--- config.mk ---
export PLATFORM = sky130hd
export DESIGN_NAME = uart_rx_fifo
export DESIGN_NICKNAME = d
export VERILOG_FILES = /design/src/rtl/uart_rx_fifo.sv
export SDC_FILE = /design/constraint.sdc
export NUM_CORES = 1
export LEC_CHECK = 0
export CORE_UTILIZATION = 51
export CTS_CLUSTER_DIAMETER = 60
export DETAILED_ROUTE_END_ITERATION = 8
export PLACE_DENSITY = 0.69
export SYNTH_ARGS = -nofsm -noshare
export SYNTH_HDL_FRONTEND = slang
export SYNTH_SLANG_ARGS = --single-unit
--- constraint.sdc ---
create_clock -name clk_i -period 3.9 [get_ports clk_i]
set_clock_uncertainty 0.2 [all_clocks]
set_input_delay 0.78 -clock clk_i [delete_from_list [all_inputs] [get_ports clk_i]]
set_output_delay 0.78 -clock clk_i [all_outputs]
set_load 0.02 [all_outputs]
--- src/rtl/uart_rx_fifo.sv ---
// rtl/uart_rx_fifo.sv - oversampling UART receiver feeding a first-word-fall-through receive FIFO
// Define UART_RX_PARITY_EN to add the parity bit check (PARITY_ODD, parity_err_o).
module uart_rx_fifo #(
    parameter int DATA_W   = 8,
    parameter int OVS      = 16,
    parameter int BAUD_DIV = 27,
    parameter int DEPTH    = 8
`ifdef UART_RX_PARITY_EN
    ,
    parameter bit PARITY_ODD = 1'b0
`endif
) (
    input  logic                       clk_i,
    input  logic                       resetn_i,
    input  logic                       rx_i,
    input  logic                       rd_en_i,
    output logic [DATA_W-1:0]          rd_data_o,
    output logic                       empty_o,
    output logic                       full_o,
    output logic [$clog2(DEPTH+1)-1:0] count_o,
`ifdef UART_RX_PARITY_EN
    output logic                       parity_err_o,
`endif
    output logic                       frame_err_o,
    output logic                       overrun_o
);

    localparam int AW    = $clog2(DEPTH);
    localparam int PW    = AW + 1;
    localparam int DIV_W = (BAUD_DIV > 1) ? $clog2(BAUD_DIV) : 1;
    localparam int TW    = $clog2(OVS);
    localparam int BW    = $clog2(DATA_W + 1);

    typedef enum logic [2:0] {
        S_IDLE,
        S_START,
        S_DATA,
`ifdef UART_RX_PARITY_EN
        S_PARITY,
`endif
        S_STOP
    } state_t;

    state_t              state;
    logic [1:0]          arm;
    logic                run;
    logic                rx_meta;
    logic                rx_s;
    logic [DIV_W-1:0]    div_cnt;
    logic                tick;
    logic [TW-1:0]       tick_cnt;
    logic [BW-1:0]       bit_idx;
    logic [DATA_W-1:0]   shreg;
    logic                push_req;
`ifdef UART_RX_PARITY_EN
    logic                par_bad;
`endif

    logic [DATA_W-1:0]   mem [DEPTH];
    logic [PW-1:0]       wr_ptr;
    logic [PW-1:0]       rd_ptr;
    logic                do_push;
    logic                do_pop;

    // Reset is released through two flops so nothing moves until the second edge after deassertion.
    always_ff @(posedge clk_i or negedge resetn_i) begin
        if (!resetn_i) begin
            arm <= 2'b00;
        end else begin
            arm <= {arm[0], 1'b1};
        end
    end

    assign run = arm[1];

    always_ff @(posedge clk_i or negedge resetn_i) begin
        if (!resetn_i) begin
            rx_meta <= 1'b1;
            rx_s    <= 1'b1;
            div_cnt <= '0;
        end else if (run) begin
            rx_meta <= rx_i;
            rx_s    <= rx_meta;
            div_cnt <= tick ? '0 : div_cnt + 1'b1;
        end
    end

    assign tick = run && (div_cnt == DIV_W'(BAUD_DIV - 1));

    always_ff @(posedge clk_i or negedge resetn_i) begin
        if (!resetn_i) begin
            state       <= S_IDLE;
            tick_cnt    <= '0;
            bit_idx     <= '0;
            shreg       <= '0;
            push_req    <= 1'b0;
            frame_err_o <= 1'b0;
`ifdef UART_RX_PARITY_EN
            par_bad      <= 1'b0;
            parity_err_o <= 1'b0;
`endif
        end else begin
            push_req    <= 1'b0;
            frame_err_o <= 1'b0;
`ifdef UART_RX_PARITY_EN
            parity_err_o <= 1'b0;
`endif
            if (tick) begin
                case (state)
                    S_IDLE: begin
                        if (!rx_s) begin
                            state    <= S_START;
                            tick_cnt <= '0;
                        end
                    end
                    // A start bit that is high again at mid-bit was a glitch; drop back silently.
                    S_START: begin
                        if (tick_cnt == TW'(OVS / 2 - 1)) begin
                            tick_cnt <= '0;
                            bit_idx  <= '0;
                            state    <= rx_s ? S_IDLE : S_DATA;
                        end else begin
                            tick_cnt <= tick_cnt + 1'b1;
                        end
                    end
                    S_DATA: begin
                        if (tick_cnt == TW'(OVS - 1)) begin
                            tick_cnt <= '0;
                            shreg    <= {rx_s, shreg[DATA_W-1:1]};
                            bit_idx  <= bit_idx + 1'b1;
                            if (bit_idx == BW'(DATA_W - 1)) begin
`ifdef UART_RX_PARITY_EN
                                state <= S_PARITY;
`else
                                state <= S_STOP;
`endif
                            end
                        end else begin
                            tick_cnt <= tick_cnt + 1'b1;
                        end
                    end
`ifdef UART_RX_PARITY_EN
                    S_PARITY: begin
                        if (tick_cnt == TW'(OVS - 1)) begin
                            tick_cnt <= '0;
                            par_bad  <= (^shreg) ^ rx_s ^ PARITY_ODD;
                            state    <= S_STOP;
                        end else begin
                            tick_cnt <= tick_cnt + 1'b1;
                        end
                    end
`endif
                    // Bad stop bit outranks bad parity: only one error pulse per frame.
                    S_STOP: begin
                        if (tick_cnt == TW'(OVS - 1)) begin
                            tick_cnt <= '0;
                            state    <= S_IDLE;
                            if (!rx_s) begin
                                frame_err_o <= 1'b1;
`ifdef UART_RX_PARITY_EN
                            end else if (par_bad) begin
                                parity_err_o <= 1'b1;
`endif
                            end else begin
                                push_req <= 1'b1;
                            end
                        end else begin
                            tick_cnt <= tick_cnt + 1'b1;
                        end
                    end
                    default: state <= S_IDLE;
                endcase
            end
        end
    end

    assign do_pop  = rd_en_i && !empty_o;
    assign do_push = push_req && (!full_o || do_pop);

    always_ff @(posedge clk_i or negedge resetn_i) begin
        if (!resetn_i) begin
            wr_ptr    <= '0;
            rd_ptr    <= '0;
            overrun_o <= 1'b0;
        end else begin
            overrun_o <= push_req && full_o && !do_pop;
            if (do_push) begin
                wr_ptr <= wr_ptr + 1'b1;
            end
            if (do_pop) begin
                rd_ptr <= rd_ptr + 1'b1;
            end
        end
    end

    always_ff @(posedge clk_i) begin
        if (do_push) begin
            mem[wr_ptr[AW-1:0]] <= shreg;
        end
    end

    assign empty_o   = (wr_ptr == rd_ptr);
    assign full_o    = (wr_ptr[AW] != rd_ptr[AW]) && (wr_ptr[AW-1:0] == rd_ptr[AW-1:0]);
    assign count_o   = wr_ptr - rd_ptr;
    assign rd_data_o = empty_o ? '0 : mem[rd_ptr[AW-1:0]];

endmodule

---- After elaboration in Yosys (flattened, before gate mapping) ----
Memory sizes are Yosys's and may differ from the RTL's.
Index checks and enable logic that the tools add are counted.
word-level totals
  register bits after elaboration ......... 39
  latch bits .............................. 0
  memory bits (writable) .................. 64
  bits in read-only memories .............. 0
  input bits .............................. 4
  output and inout port bits .............. 16
  logic and storage cells ................. 79
  memories ................................ 1
operators by class
  add/subtract/negate cells ............... 6
  $mul .................................... 0
  divide/modulo/power cells ............... 0
  order comparisons ....................... 0
  eq/ne operators ......................... 15
  shift-type cells ........................ 0
  mux-type cells .......................... 26
  bitwise logic cells ..................... 0
  reduce and logical (&&, ||, !) cells .... 18
memory list
  name  words  bits a word  read ports  clocked after memory_dff  write ports  RTL line  text
  mem   8      8            1           0                         1            59        logic [DATA_W-1:0] mem [DEPTH];
operators with widths
  kind                   number
  $mux W4                5
  $add A4 B1 Y4 const B  4
  $mux W3                5
  $pmux W3 S4            1
  $pmux W4 S3            1
  $mux W1                10
  $ne A2 B2 Y1 const B   5
  $eq A4 B3 Y1 const B   2
  $mux W8                1
  $pmux W4 S2            1
  $eq A3 B2 Y1 const B   2
  $logic_and A1 B1 Y1    6
  $reduce_and A3 Y1      2
  $reduce_and A6 Y1      1
  $add A5 B1 Y5 const B  1
  $eq A5 B5 Y1 const B   1
  $mux W5                1
  $eq A4 B4 Y1           1
  $eq A4 B4 Y1 const B   1
  $reduce_and A4 Y1      1
  $sub A4 B4 Y4          1
  $eq A3 B1 Y1 const B   1
  $eq A3 B3 Y1           1
  $logic_not A1 Y1       3
  7 further kinds        7

---- Depth between registers and ports, before layout ----
Gate-level depths: netlist (run 1).
  depth after elaboration ................. 7
  mapped depth ............................ 8
  depth with buffers taken out ............ 6

---- Least setup slack after synthesis (run 1) ----
OpenSTA, ideal clock, no wires.
  kind .................................... register to output
  from .................................... reg rd_ptr[2]
  to ...................................... out rd_data_o[0]
  arrival time ............................ 1.984 ns
  required time ........................... 2.920 ns
  setup slack ............................. 0.936 ns
  cell stages (with the launch flop) ...... 7
  path buffers ............................ 2
  cells stage by stage .................... dfrtp_1 clkbuf_1 clkinv_1 ha_1 and4_1 buf_2 a21oi_1
between the ends
  cells in the longest elaborated chain, start to end .. 2
  elaborated cells between the ends (all ways) .. 3
  classes of those cells .................. eq/ne: 1; mux: 1; memory: 1
ends and longest elaborated chain
  element                   RTL line  text
  start: declaration        61        logic [PW-1:0] rd_ptr;
  start signal: assignment  191       rd_ptr <= rd_ptr + 1'b1;
  $eq A4 B4 Y1              202       assign empty_o = (wr_ptr == rd_ptr);
  via empty_o               18        output logic empty_o,
  $mux W8                   205       assign rd_data_o = empty_o ? '0 : mem[rd_ptr[AW-1:0]];
  end: declaration          17        output logic [DATA_W-1:0] rd_data_o,
The timed path passes the listed nets, and every way through them passes these cells.

---- Worst setup path in the final report (run 1) ----
  from .................................... reg rd_ptr[2]
  to ...................................... out empty_o
between the ends
  cells in the longest elaborated chain, start to end .. 1
ends and longest elaborated chain
  element           RTL line
  $eq A4 B4 Y1      202
  end: declaration  18
Every way passes these cells.

==> qor.txt, run 1 <==
Outcome = finished, final reports clean
Top_reg_cell synth = edfxtp_1
Main combinational cell family by area after synthesis = multiplexers
Count leader, synth = edfxtp_1
Fill cells = 655
Max-slew violation count = 0
Flop pwr share = 46.4%
First-pass GRT wire length = 12900 um
CTS Buf Count = 9
Startpoint types = register
Dpl ws = 0.664 ns
Max-Cap Viols = 0
Placed cell area = 4780 um2
Unrepaired setup endpoints after global routing = no
Routed WL = 7960 um
FFs w/ async S/R, synth = 37.3%
Setup violations, final = 0
Pwr/cell area = 568 nW/um2
Area contributors post-synth = edfxtp_1 43%, dfrtp_1 20%, mux4_2 8.1%
Final worst-path cycle share = 93.5%
Worst-path maximum fanout = 12
Max frequency = 274 MHz
# DRC = 0
Sequential area share after synthesis = 64.9%
N_diodes = 0
RD Place Congestion = 0.758
Psw = 940 uW
Int Pwr = 1.89 mW
ANT nets after route = 0
Post CTS Setup Buffer Count = 0
Worst-Skew Late Latency = 0.36 ns
I/O Pins = 20
HPWL Detailed = 5380 um
Layout Utilization = 60.0%
Worst slew margin = 38.7%
DR WL/cell = 18.2 um
Cell taking the most area after synthesis = edfxtp_1
Critical path capture point type = output pin
Cts-stage hold buffer count = 0
IO buf count = 19
Sink Count = 102
Setup TNS = 0 ns
Slew at the pin closest to its max-slew limit = 0.920 ns
Synthesis-stage register bit count = 102
NumNets Final = 342
Grt ovf = 0
Drt via density = 5.68
Die area = 9070 um2
Initial Utilization = 53.4%
Maximum level of the CTS H-tree = 3
Largest net degree at the start of global routing = 39
Worst Path Required = 2.92 ns
Clk buf depth = 2
Combinational Power Share = 30.1%
GRT Total Usage = 19.8%
Reg clk slew, reported paths = 0.10 ns
Post-CTS Resized = 0
Critical Path AT = 2.67 ns
Core Area = 8300 um2
CTS tree = built
WS Path Type = reg2out
Final setup margin = 0.254 ns
Share of layout cells above drive strength 1 = 19.5%
Unique masters post-synth = 52
Cells after Synth = 300
Synth Area in Adders = 2.99%
Multi-input gate area = 1460 um2
Peak supply drop = 0.000261 V
EDFF count, synth = 64
Synth Area in Compound Gates = 5.25%
Final instance area = 4980 um2
Die H = 95.2 um
Synth top area share = 43.4%
Endpoints failing hold = 0
Syn. warnings = 0
Register area = 2880 um2
Number of DRC markers in iteration 0 = 130
Area Growth Syn to Fin = 12.5%
Worst Hold Class = reg2reg
Row count = 33
Vias in the first global route = 2419
Initial antenna violation count = 0
Drt first pass iters = 4
P_leak = 1.99 nW
Post-synthesis mux area share = 12.1%
Syn_nets = 314
Fraction of synthesized cell area in xor and xnor cells = 2.37%
Min cycle time layout = 3.65 ns
Clock network fraction of design power = 23.5%
Die width = 95.2 um
Synth Area in Simple Gates = 10.0%
Root Driver = clkbuf_8
Vias = 2489
Switching share of total power = 33.3%
Synthesized area per cell = 14.8 um2
Cell area after synthesis = 4430 um2
Post-synth top cells = 64 x edfxtp_1, 36 x dfrtp_1, 30 x nand2_1, 16 x mux4_2, 14 x nor2_1
==> worst max-delay path, stage by stage, from the launching register on <==
cell	delay, ns
dfrtp_1	0.58
clkinv_1	0.16
ha_1	0.37
and4_1	0.51
clkdlybuf4s50_1	0.69
==> metrics by stage <==
stage	hold slack [ns]	total power, mW	std cells
floorplan	0.131	1.88	300
global placement	0.131	2.18	422
detailed placement	0.153	2.20	422
CTS	0.168	2.86	438
global route	0.184	2.97	438
finish	0.162	2.83	438
==> metal layers <==
metal | up-vias | global-route usage [%] | share of wire (%)
met2 | 50 | 31.1 | 49
met5 | - | 0 | 0
li1 | 1177 | - | -
met4 | 0 | 7.07 | 1.2
met3 | 6 | 4.07 | 3.7
met1 | 1256 | 27.4 | 46
==> final cells by class <==
cell class	instances	share of cell area [%]
clock buffer	9	2.49
tap	105	2.64
sequential	102	57.7
inverter	11	0.829
multi-input combinational	175	29.2
clock inverter	7	1.68
timing repair buffer	29	5.47
==> cells in the final DEF (no fill, tap or decap), types with 2 or more instances in the layout <==
cell / n
mux4_2: 16
dfstp_2: 2
mux2_2: 13
clkdlybuf4s50_1: 18
a22o_1: 3
buf_4: 9
edfxtp_1: 64
ha_1: 9
clkinv_8: 2
nand4_1: 4
inv_8: 3
nand2_1: 30
o21ai_0: 5
nand3_1: 8
and3_1: 2
o2bb2ai_1: 2
nor3b_1: 2
o31ai_1: 2
clkbuf_8: 9
dfrtp_1: 36
inv_1: 10
nor3_1: 5
xor2_1: 5
nand2b_1: 4
nor2b_1: 2
nor2_1: 14
o211ai_1: 2
mux2i_1: 3
and4_1: 2
a21oi_1: 13
xnor2_1: 7
==> power by group through the flow <==
stage	combinational (mW)	sequential [mW]	clock [mW]
finish	0.851	1.31	0.664
global placement	0.844	1.33	0
detailed placement	0.861	1.34	0
floorplan	0.613	1.26	0
global route	0.927	1.33	0.714
CTS	0.861	1.31	0.682
==> kinds of logic after synthesis <==
logic type,count (synthesis)
flops,102
simple gates,85
compound gates,35
mux,32
buf+inv,23
xor+xnor,12
fa+ha+maj,10
other cells,1
==> final timing paths <==
check / startpoint / end / slack, ns / depth (start not counted)
worst max-delay path: rd_ptr[2] / empty_o / 0.25 / 4
worst min-delay path: arm[0] / arm[1] / 0.16 / 0
worst max register to register: rd_ptr[2] / mem[6][0] / 1.35 / 5
worst min register to register: arm[0] / arm[1] / 0.16 / 0
max in group asynchronous: resetn_i / rd_ptr[3] / 2.58 / 1
min in group asynchronous: resetn_i / div_cnt[3] / 0.35 / 1
==> registers in the layout, summed over array words and instances, names as in the netlist <==
signal,count
rx_meta,1
tick_cnt,4
push_req,1
div_cnt,5
mem,64
bit_idx,4
shreg,8
arm,2
wr_ptr,4
frame_err_o,1
rd_ptr,4
overrun_o,1
state,2
rx_s,1
(Power assumes the default switching activity.)
==> inputs of run 2 (changes only) <==
Settings changed: CORE_MARGIN set to 2.
==> qor.txt, run 2 (synthesized netlist as in run 1, its figures left out) <==
WS Path Type = reg2out
NumNets Final = 340
Drt via density = 5.53
Worst Hold Class = reg2reg
Register area = 2880 um2
Max Used Layer = met4
Max reg flops = 64
CP Buf/Inv Count = 2
Number of DRC markers in iteration 0 = 148
Max-slew violation count = 0
Sink Count = 102
Worst slew margin = 41.1%
Min cycle time layout = 3.62 ns
Worst-Skew Late Latency = 0.37 ns
Drt first pass iters = 4
Worst-path maximum fanout = 12
DR WL met2 = 3850 um
# DRC = 0
Critical-path cell list = clkinv_1 > ha_1 > and4_1 > clkdlybuf4s50_1
ANT nets after route = 0
Core Area = 8590 um2
CP max-delay cell = clkdlybuf4s50_1
Die width = 97.2 um
Met3 wire len = 238 um
Setup TNS = 0 ns
CTS tree = built
Final setup margin = 0.276 ns
Critical path capture point type = output pin
N_diodes = 0
Initial Utilization = 51.6%
Vias = 2427
Max frequency = 276 MHz
Multi-input gate area = 1460 um2
Critical Path AT = 2.64 ns
Most frequent cells in the layout = 64 x edfxtp_1, 36 x dfrtp_1, 30 x nand2_1, 18 x clkdlybuf4s50_1, 16 x mux4_2
I/O Pins = 20
Max-Cap Viols = 0
Share of layout cells above drive strength 1 = 19.0%
Endpoints failing hold = 0
Largest net degree at the start of global routing = 39
Unrepaired setup endpoints after global routing = no
Die H = 97.2 um
Reg clk slew, reported paths = 0.11 ns
Post-CTS Resized = 0
Worst Path Required = 2.92 ns
Post CTS Setup Buffer Count = 0
Vias in the first global route = 2419
Setup violations, final = 0
Area Growth Syn to Fin = 12.2%
GRT Total Usage = 17.7%
CP delay by family, top = buffers and inverters
P_leak = 1.97 nW
RD Place Congestion = 0.825
Maximum level of the CTS H-tree = 3
Initial antenna violation count = 0
HPWL Detailed = 5330 um
Grt ovf = 0
Root Driver = clkbuf_8
IO buf count = 19
Startpoint types = register
First-pass GRT wire length = 12700 um
Pwr/cell area = 568 nW/um2
Routed WL = 7800 um
Clk buf depth = 2
Final worst-path cycle share = 92.9%
CTS Buf Count = 9
Cts-stage hold buffer count = 0
Max stage delay on crit path = 0.69 ns
Slew at the pin closest to its max-slew limit = 0.883 ns
Dpl ws = 0.678 ns
Row count = 34
DR WL/cell = 17.8 um
Peak supply drop = 0.000262 V
Die area = 9450 um2
Outcome = finished, final reports clean
Most common cell after layout, fill and taps aside = edfxtp_1
Fill cells = 700
M1 wire length = 3590 um
[run 2: cell count changes in the layout (fill, tap and decap cells not counted), sizes merged]
cell / change
buf: -2
[run 2: report_power, final]
part           total [mW]  switching, mW  internal [mW]
Clock               0.664          0.405          0.259
Combinational       0.857          0.423          0.434
Sequential           1.30          0.106           1.20
Total                2.82          0.934           1.89
[run 2: layer usage]
metal,track usage (%),vias to the layer above
met2,28.6,37
met1,23.5,1210
li1,-,1170
met3,4.32,10
met4,6.41,0
met5,0,-
[run 2: per-stage QoR]
step | hold WS (ns) | utilization [%] | total power, mW | cell area [um2] | instances
6_report | 0.172 | 57.9 | 2.82 | 4970 | 439
3_3_place_gp | 0.139 | 55.4 | 2.17 | 4760 | 423
2_1_floorplan | 0.131 | - | 1.88 | 4430 | 300
4_1_cts | 0.177 | 57.9 | 2.85 | 4970 | 439
5_1_grt | 0.193 | 57.9 | 2.97 | 4970 | 439
3_5_place_dp | 0.142 | 55.4 | 2.19 | 4760 | 423
[run 2: worst reg2reg max path, cell delays in order, from the launching register on]
cell      delay (ns)
dfrtp_1         0.56
clkinv_1        0.16
ha_1            0.35
nand3_1         0.14
or3_1           0.18
nand2b_1        0.13
nor2_1          0.67
[run 2: cell type report]
cell class	count	share of cell area [%]
Sequential cell	102	57.8
Multi-Input combinational cell	175	29.3
Timing Repair Buffer	27	5.18
Tap cell	108	2.72
Clock buffer	9	2.49
Clock inverter	7	1.69
Inverter	11	0.830
[run 2: path summary, 6_finish.rpt]
path / start / to / slack, ns / depth (start not counted)
worst max-delay path: rd_ptr[2] / empty_o / 0.28 / 4
worst min-delay path: arm[0] / arm[1] / 0.17 / 0
worst max register to register: rd_ptr[2] / mem[3][7] / 1.14 / 6
worst min register to register: arm[0] / arm[1] / 0.17 / 0
max in group asynchronous: resetn_i / shreg[1] / 2.63 / 1
min in group asynchronous: resetn_i / div_cnt[4] / 0.32 / 1
